===== src/rtl/instr_mem_responder.sv =====
// instr_mem_responder
// Memory-side responder for the core's 8-bit program/stack address.
// A request (iREQ/oREADY) performs a registered read of an on-chip
// synchronous memory; the word is pushed one cycle later into a small
// FIFO that drives the oVALID/oDATA/iACK response channel.
//
// A request is only accepted when a response slot is guaranteed:
// in-flight reads plus buffered words (minus any word leaving this
// cycle) must stay below OBUF_DEPTH.
//
// Optional feature, enabled by defining the macro PARITY_EN:
//   - each memory word carries an even-parity bit over the data
//   - iWPINV flips the stored parity bit on a write (error injection)
//   - oPERR flags a parity mismatch on the returned word
module instr_mem_responder #(
  parameter int ADDR_W     = 8,
  parameter int DATA_W     = 16,
  parameter int OBUF_DEPTH = 2
) (
  input  logic              CLK,
  input  logic              RST_N,
  input  logic              iREQ,
  input  logic [ADDR_W-1:0] iADDR,
  output logic              oREADY,
  output logic              oVALID,
  output logic [DATA_W-1:0] oDATA,
  input  logic              iACK,
  input  logic              iWE,
  input  logic [ADDR_W-1:0] iWADDR,
  input  logic [DATA_W-1:0] iWDATA
`ifdef PARITY_EN
  ,
  input  logic              iWPINV,
  output logic              oPERR
`endif
);

  localparam int MEM_DEPTH = 1 << ADDR_W;
  localparam int PTR_W     = (OBUF_DEPTH > 1) ? $clog2(OBUF_DEPTH) : 1;
  localparam int CNT_W     = $clog2(OBUF_DEPTH + 1);

`ifdef PARITY_EN
  // Memory word = {parity, data}; buffer entry = {parity error, data}.
  localparam int MEM_W = DATA_W + 1;
  localparam int ENT_W = DATA_W + 1;
`else
  localparam int MEM_W = DATA_W;
  localparam int ENT_W = DATA_W;
`endif

  // ------------------------------------------------------------------
  // Storage
  // ------------------------------------------------------------------
  logic [MEM_W-1:0] mem [MEM_DEPTH];
  logic [MEM_W-1:0] wr_word;
  logic [MEM_W-1:0] rd_word;

  logic [ENT_W-1:0] slot [OBUF_DEPTH];
  logic [ENT_W-1:0] push_entry;
  logic [ENT_W-1:0] head_entry;

  // ------------------------------------------------------------------
  // Control state
  // ------------------------------------------------------------------
  logic             inflight_reg, inflight_next;
  logic [CNT_W-1:0] count_reg,    count_next;
  logic [PTR_W-1:0] wr_ptr_reg,   wr_ptr_next;
  logic [PTR_W-1:0] rd_ptr_reg,   rd_ptr_next;

  logic             valid;
  logic             pop;
  logic             push;
  logic             accept;
  logic             ready;
  logic [CNT_W:0]   occupancy;

  // Advance a buffer pointer, wrapping at OBUF_DEPTH (need not be a power of two).
  function automatic logic [PTR_W-1:0] ptr_inc(input logic [PTR_W-1:0] p);
    if (p == PTR_W'(OBUF_DEPTH - 1)) begin
      return '0;
    end
    return p + 1'b1;
  endfunction

  // Word as written into memory; parity build adds the (optionally inverted) even-parity bit.
  always_comb begin
`ifdef PARITY_EN
    wr_word = {(^iWDATA) ^ iWPINV, iWDATA};
`else
    wr_word = iWDATA;
`endif
  end

  // Memory write port: unaffected by reset so the program survives it.
  always_ff @(posedge CLK) begin
    if (iWE) begin
      mem[iWADDR] <= wr_word;
    end
  end

  // Registered read port; nonblocking semantics give old data on a same-address write.
  always_ff @(posedge CLK) begin
    if (accept) begin
      rd_word <= mem[iADDR];
    end
  end

  // Entry pushed into the response buffer; parity error is resolved before buffering.
  always_comb begin
`ifdef PARITY_EN
    push_entry = {^rd_word, rd_word[DATA_W-1:0]};
`else
    push_entry = rd_word;
`endif
  end

  // Response buffer storage, written at the tail when the in-flight read lands.
  always_ff @(posedge CLK) begin
    if (push) begin
      slot[wr_ptr_reg] <= push_entry;
    end
  end

  assign head_entry = slot[rd_ptr_reg];

  // Handshake decode and next-state for the in-flight flag, count and pointers.
  always_comb begin
    valid         = (count_reg != '0);
    pop           = valid && iACK;
    push          = inflight_reg;
    // Slots already claimed after this cycle's pop; pop implies count >= 1, so no underflow.
    occupancy     = {1'b0, count_reg} + (CNT_W + 1)'(inflight_reg) - (CNT_W + 1)'(pop);
    ready         = RST_N && (occupancy < (CNT_W + 1)'(OBUF_DEPTH));
    accept        = iREQ && ready;

    inflight_next = accept;
    count_next    = count_reg + CNT_W'(push) - CNT_W'(pop);
    wr_ptr_next   = push ? ptr_inc(wr_ptr_reg) : wr_ptr_reg;
    rd_ptr_next   = pop  ? ptr_inc(rd_ptr_reg) : rd_ptr_reg;
  end

  // Control registers; reset drops every in-flight and buffered response.
  always_ff @(posedge CLK) begin
    if (!RST_N) begin
      inflight_reg <= 1'b0;
      count_reg    <= '0;
      wr_ptr_reg   <= '0;
      rd_ptr_reg   <= '0;
    end else begin
      inflight_reg <= inflight_next;
      count_reg    <= count_next;
      wr_ptr_reg   <= wr_ptr_next;
      rd_ptr_reg   <= rd_ptr_next;
    end
  end

  // Output drive; data is forced to zero while nothing is buffered so reset shows a clean bus.
  always_comb begin
    oREADY = ready;
    oVALID = valid;
    oDATA  = valid ? head_entry[DATA_W-1:0] : '0;
`ifdef PARITY_EN
    oPERR  = valid ? head_entry[DATA_W] : 1'b0;
`endif
  end

endmodule


===== config.mk =====
export PLATFORM = sky130hd
export DESIGN_NAME = instr_mem_responder
export DESIGN_NICKNAME = d
export VERILOG_FILES = /design/src/rtl/instr_mem_responder.sv
export SDC_FILE = /design/constraint.sdc
export NUM_CORES = 2
export LEC_CHECK = 0
export CELL_PAD_IN_SITES_DETAIL_PLACEMENT = 0
export CELL_PAD_IN_SITES_GLOBAL_PLACEMENT = 1
export CORE_MARGIN = 5
export CORE_UTILIZATION = 50
export CTS_CLUSTER_DIAMETER = 200
export DETAILED_ROUTE_END_ITERATION = 10
export GPL_ROUTABILITY_DRIVEN = 1
export PLACE_DENSITY_LB_ADDON = 0.1
export SLEW_MARGIN = 20
export SYNTH_ARGS = -nofsm -noshare
export SYNTH_HDL_FRONTEND = slang
export SYNTH_MEMORY_MAX_BITS = 65536
export SYNTH_SLANG_ARGS = --single-unit

===== constraint.sdc =====
create_clock -name CLK -period 9.1 [get_ports CLK]
set_input_delay 1.82 -clock CLK [delete_from_list [all_inputs] [get_ports CLK]]
set_output_delay 1.82 -clock CLK [all_outputs]
set_load 0.005 [all_outputs]

; Word-level counts from Yosys, hierarchy flattened
; Memories as Yosys holds them, arrays and structs flattened. A register that Yosys moved wholly into a read port is not among the register bits.
; Cells that the tools add are included.
[totals]
in_bits = 37
output_inout_bits = 18
ram_bits = 4128
mem_count = 2
ff_bits = 5
[mem_list]
columns = memory, depth, word_bits, rd, rd_clocked_by_memory_dff, wr, line_no
row1 = mem, 256, 16, 1, 1, 1, 54  ; logic [MEM_W-1:0] mem [MEM_DEPTH];
row2 = slot, 2, 16, 1, 1, 1, 58  ; logic [ENT_W-1:0] slot [OBUF_DEPTH];
[classes]
reduce_logical = 4
magnitude_cmp = 1
n_mux = 13
n_addsub = 6
[op_table]
columns = cell, n
row1 = two-way mux 16 bit, 1
row2 = two-way mux 1 bit, 12
row3 = adder 2 x 1 -> 3 bit, 1
row4 = logical AND 1 bit, 3
row5 = < comparator 3 x 2 -> 1 bit (second input constant), 1
row6 = subtractor 3 x 1 -> 3 bit, 1
row7 = adder 1 bit (second input constant), 2
row8 = adder 2 x 1 -> 2 bit, 1
row9 = nonzero test 2 bit, 1
row10 = subtractor 2 x 1 -> 2 bit, 1

; Longest topological paths before layout
[logic_depth]
depth_word = 6
ltp_mapped = 14
mapped_depth_nobuf = 9

; Least setup slack after synthesis
; No wires, ideal clock.
[synth_timing]
path_kind = input-to-output
start = input iACK
end = output oREADY
setup_slack_ns = 4.022
path_buffers = 0
arrival_time_ns = 3.258
required_ns = 7.280
stages = 7
path_cell_list = nor2b_1 ha_1 inv_1 ha_1 fa_1 xnor2_1 nor3b_1
[synth_between]
elab_chain_len = 4
[synth_rtl]
columns = item, line_no
row1 = from (decl), 27  ; input logic iACK,
row2 = logical AND 1 bit, 129  ; pop = valid && iACK;
row3 = subtractor 3 x 1 -> 3 bit, 132  ; occupancy = {1'b0, count_reg} + (CNT_W + 1)'(inflight_reg) - (CNT_W + 1)'(pop);
row4 = < comparator 3 x 2 -> 1 bit, 133  ; ready = RST_N && (occupancy < (CNT_W + 1)'(OBUF_DEPTH));
row5 = logical AND 1 bit, 133
row6 = to (decl), 24  ; output logic oREADY,
; No other way between the ends.

; Worst setup path in the final report
[layout_timing]
start = input iACK
end = output oREADY
[layout_between]
elab_chain_len = 4
[layout_rtl]
columns = item, line_no
row1 = logical AND 1 bit, 129
row2 = named net pop, 71  ; logic pop;
row3 = subtractor 3 x 1 -> 3 bit, 132
row4 = < comparator 3 x 2 -> 1 bit, 133
row5 = logical AND 1 bit, 133
; The timed path passes the listed nets, and every way through them passes these cells.

==> flow_summary.toml <==
[placement]
pre_cts_ws_ps = 2640
dpl_cell_area_sq_um = 168000
place_congestion = 0.857
port_buffers = 54
hpwlAfterDp_microns = 261000

[finish]
top_register = "mem"
fin_util_pct = 56.4
largest_reg_flops = 4096
nets = 8053
area_delta_synth_final_pct = 12.6
drive_gt1_share_pct = 22.7
final_area_sq_um = 181000

[sta]
fin_crit_ps = 6140
timing.hold.ws_ps = 590
setup_violations = 0
fmax_mhz = 163
tightest_slew_ps = 1280
maxSlewHeadroom_pct = 14.7
rsz0062_at_grt = "false"
fin_worst_skew_ps = 39.5
timing.final.ws_setup_ps = 2960
setup-tns-final_ps = 0
fin_crit_sh_pct = 67.4
drv_slew = 0
hold_viol = 0

[floorplanning]
rows = 208
start_util_pct = 50.1
io_pins = 55
core-area_sq_um = 321000
die_h_microns = 577
dieArea_sq_um = 333000
die_w_microns = 577

[global_route]
grt_usage_pct = 26.3
first_global_vias = 78400
grt_max_degree = 146
antenna_found_initial = 29
overflow = 0
grt_pass1_wl_microns = 619000

[worst_setup_path]
r2r_start = "count_reg[1]$_SDFF_PN0_"
rr_worst_depth = 9
worstSetupPathType = "input pin to output pin"
critPathMaxFanout = 3
rrSetupSlack_ps = 5500
arrival_ps = 4320
required_ps = 7280
worst_setup_path_start_kind = "input pin"
rr_endpoint = "push_entry[8]$_DFFE_PP_"
worstSetupEndpointType = "output pin"

[synthesis]
synth.distinct_cells = 62
syn_inst = 7583
synth_top_area_share_pct = 77.5
yosysMostFrequentCell = "edfxtp_1"
ys_top_cells_by_area = "edfxtp_1 77%, mux4_2 11%, mux2i_1 4.2%"
ys_ff_latch = 4150
synth_edf_count = 4144
synth_area_sq_um = 161000
synth_area_leader_cell = "edfxtp_1"
syn-num-nets = 7623
yosys-top-cells-count = "4144 x edfxtp_1, 804 x mux4_2, 669 x mux2i_1"
ys_warn_count = 0
synth.avg_cell_area_sq_um = 21.2
ys_seq_area_share_pct = 77.5
yosys_most_used_dff = "edfxtp_1"
async_flop_share_pct = 0

[clock_tree]
clk_path_buf_depth = 4
cts_sinks = 4150
post_cts_resized = 0
cts.clk_slew.worst_paths_ps = 60
clock_latency_ps = 960
post-cts-setup-buffer-count = 0
postCtsHoldBufs = 0
numCtsBuffers = 427
cts_max_level = 5
cts_root_buf = "clkbuf_16"
cts_tree = "done"

[power_and_ir_drop]
powerDensity_nw_per_um2 = 221
vdd_drop_max_v = 0.000165
power.leakage_nw = 57.6

[detailed_routing]
avgRoutedWirePerCell_microns = 34.8
drtAntennaViolNets = 0
drt_first_pass_iters = 6
vias_per_cell = 6.27
drtIter0Drc = 9401
drcViolationCount = 0
routed_wl_microns = 441000
vias = 79600

[worst_hold_path]
min_from = "push_entry[12]$_DFFE_PP_"
whs_endpoint = "slot[1][12]$_DFFE_PP_"
hold_depth = 0
hold_path.class = "register to register"

[job]
max_cap_violations = 0

[run_status]
status = "complete, no violations"
-- metal layers --
layer,track usage (%),wire [microns]
met1,38.7,184000
met2,41.6,211000
met3,3.87,32000
met4,7.46,13700
met5,0,57
-- placed cells by master (no fill, tap or decap), types with 13 or more instances in the layout --
| cell type | Yosys | final |
|---|---|---|
| o221ai_1 | 182 | 181 |
| nor2_1 | 400 | 346 |
| clkbuf_1 | 190 | 85 |
| o21ai_0 | 50 | 41 |
| a21oi_1 | 114 | 114 |
| nor3_1 | 61 | 60 |
| clkbuf_16 | 0 | 433 |
| and3_1 | 41 | 41 |
| a22oi_1 | 45 | 45 |
| buf_4 | 49 | 385 |
| edfxtp_1 | 4144 | 4144 |
| o22ai_1 | 127 | 127 |
| mux2i_1 | 669 | 669 |
| clkinv_1 | 0 | 118 |
| nor4_1 | 41 | 39 |
| a32o_1 | 14 | 14 |
| nor2b_1 | 17 | 14 |
| or3_1 | 13 | 13 |
| a221oi_1 | 16 | 15 |
| nand3_1 | 51 | 41 |
| bufinv_16 | 0 | 30 |
| o21a_1 | 17 | 17 |
| nand4_1 | 19 | 19 |
| clkinv_2 | 0 | 89 |
| nor2_2 | 0 | 45 |
| diode_2 | 0 | 20 |
| buf_12 | 8 | 19 |
| clkdlybuf4s50_1 | 0 | 32 |
| buf_8 | 7 | 18 |
| nand2_1 | 140 | 139 |
| a211oi_1 | 55 | 55 |
| mux4_2 | 804 | 804 |
-- final cells by class --
| cell class | count | area [sq um] |
|---|---|---|
| clock inverter | 262 | 2090 |
| clock buffer | 518 | 11200 |
| inverter | 9 | 46.3 |
| timing repair buffer | 460 | 3960 |
| multi-input combinational | 2965 | 33600 |
| tap | 4305 | 5390 |
| fill | 24000 | 140000 |
| sequential | 4150 | 125000 |
| antenna | 20 | 50.0 |
-- worst max-delay path by stage --
stage,startpoint,endpoint,slack (ps),cells after the start
6_report,iACK,oREADY,2960,9
2_1_floorplan,iACK,oREADY,4020,7
5_1_grt,iACK,oREADY,2780,8
4_1_cts,count_reg[1]$_SDFF_PN0_,oREADY,2850,9
3_3_place_gp,iADDR[0],push_entry[14]$_DFFE_PP_,2570,8
3_5_place_dp,iADDR[6],push_entry[3]$_DFFE_PP_,2640,8
-- per-stage QoR --
stage	power (mW)	std cells
floorplan	22.7	7583
global placement	23.7	11900
detailed placement	23.7	11900
CTS	40.3	12700
global route	41.3	12700
finish	40.0	12700
-- worst max-delay path: stages --
cell and delay, ps:
clkdlybuf4s50_1 390, nor2b_1 160, ha_1 310, inv_1 30, ha_1 180, fa_1 410, xnor2_1 140, nor3b_1 290
clkdlybuf4s50_1 570
-- cell families (layout without fill, tap and decap cells) --
logic type	count (synthesis)	count (layout)	synth area share, %
AOI/OAI and AO/OA	661	661	2.94
and+or+nand+nor	826	826	2.32
adders and majority gates	3	3	0.0280
other	0	20	0
xor gates and xnor gates	2	2	0.0109
buffers and inverters	468	1249	1.72
DFF	4150	4150	77.5
muxes	1473	1473	15.4
-- where the power goes --
| part | switching, mW | leakage (nW) | internal [mW] |
|---|---|---|---|
| Clock | 7.21 | 6.51 | 9.53 |
| Combinational | 1.40 | 13.7 | 0.704 |
| Sequential | 0.0642 | 37.3 | 21.1 |
| Total | 8.67 | 57.6 | 31.4 |
No activity file was read; power rests on OpenSTA's default activity.
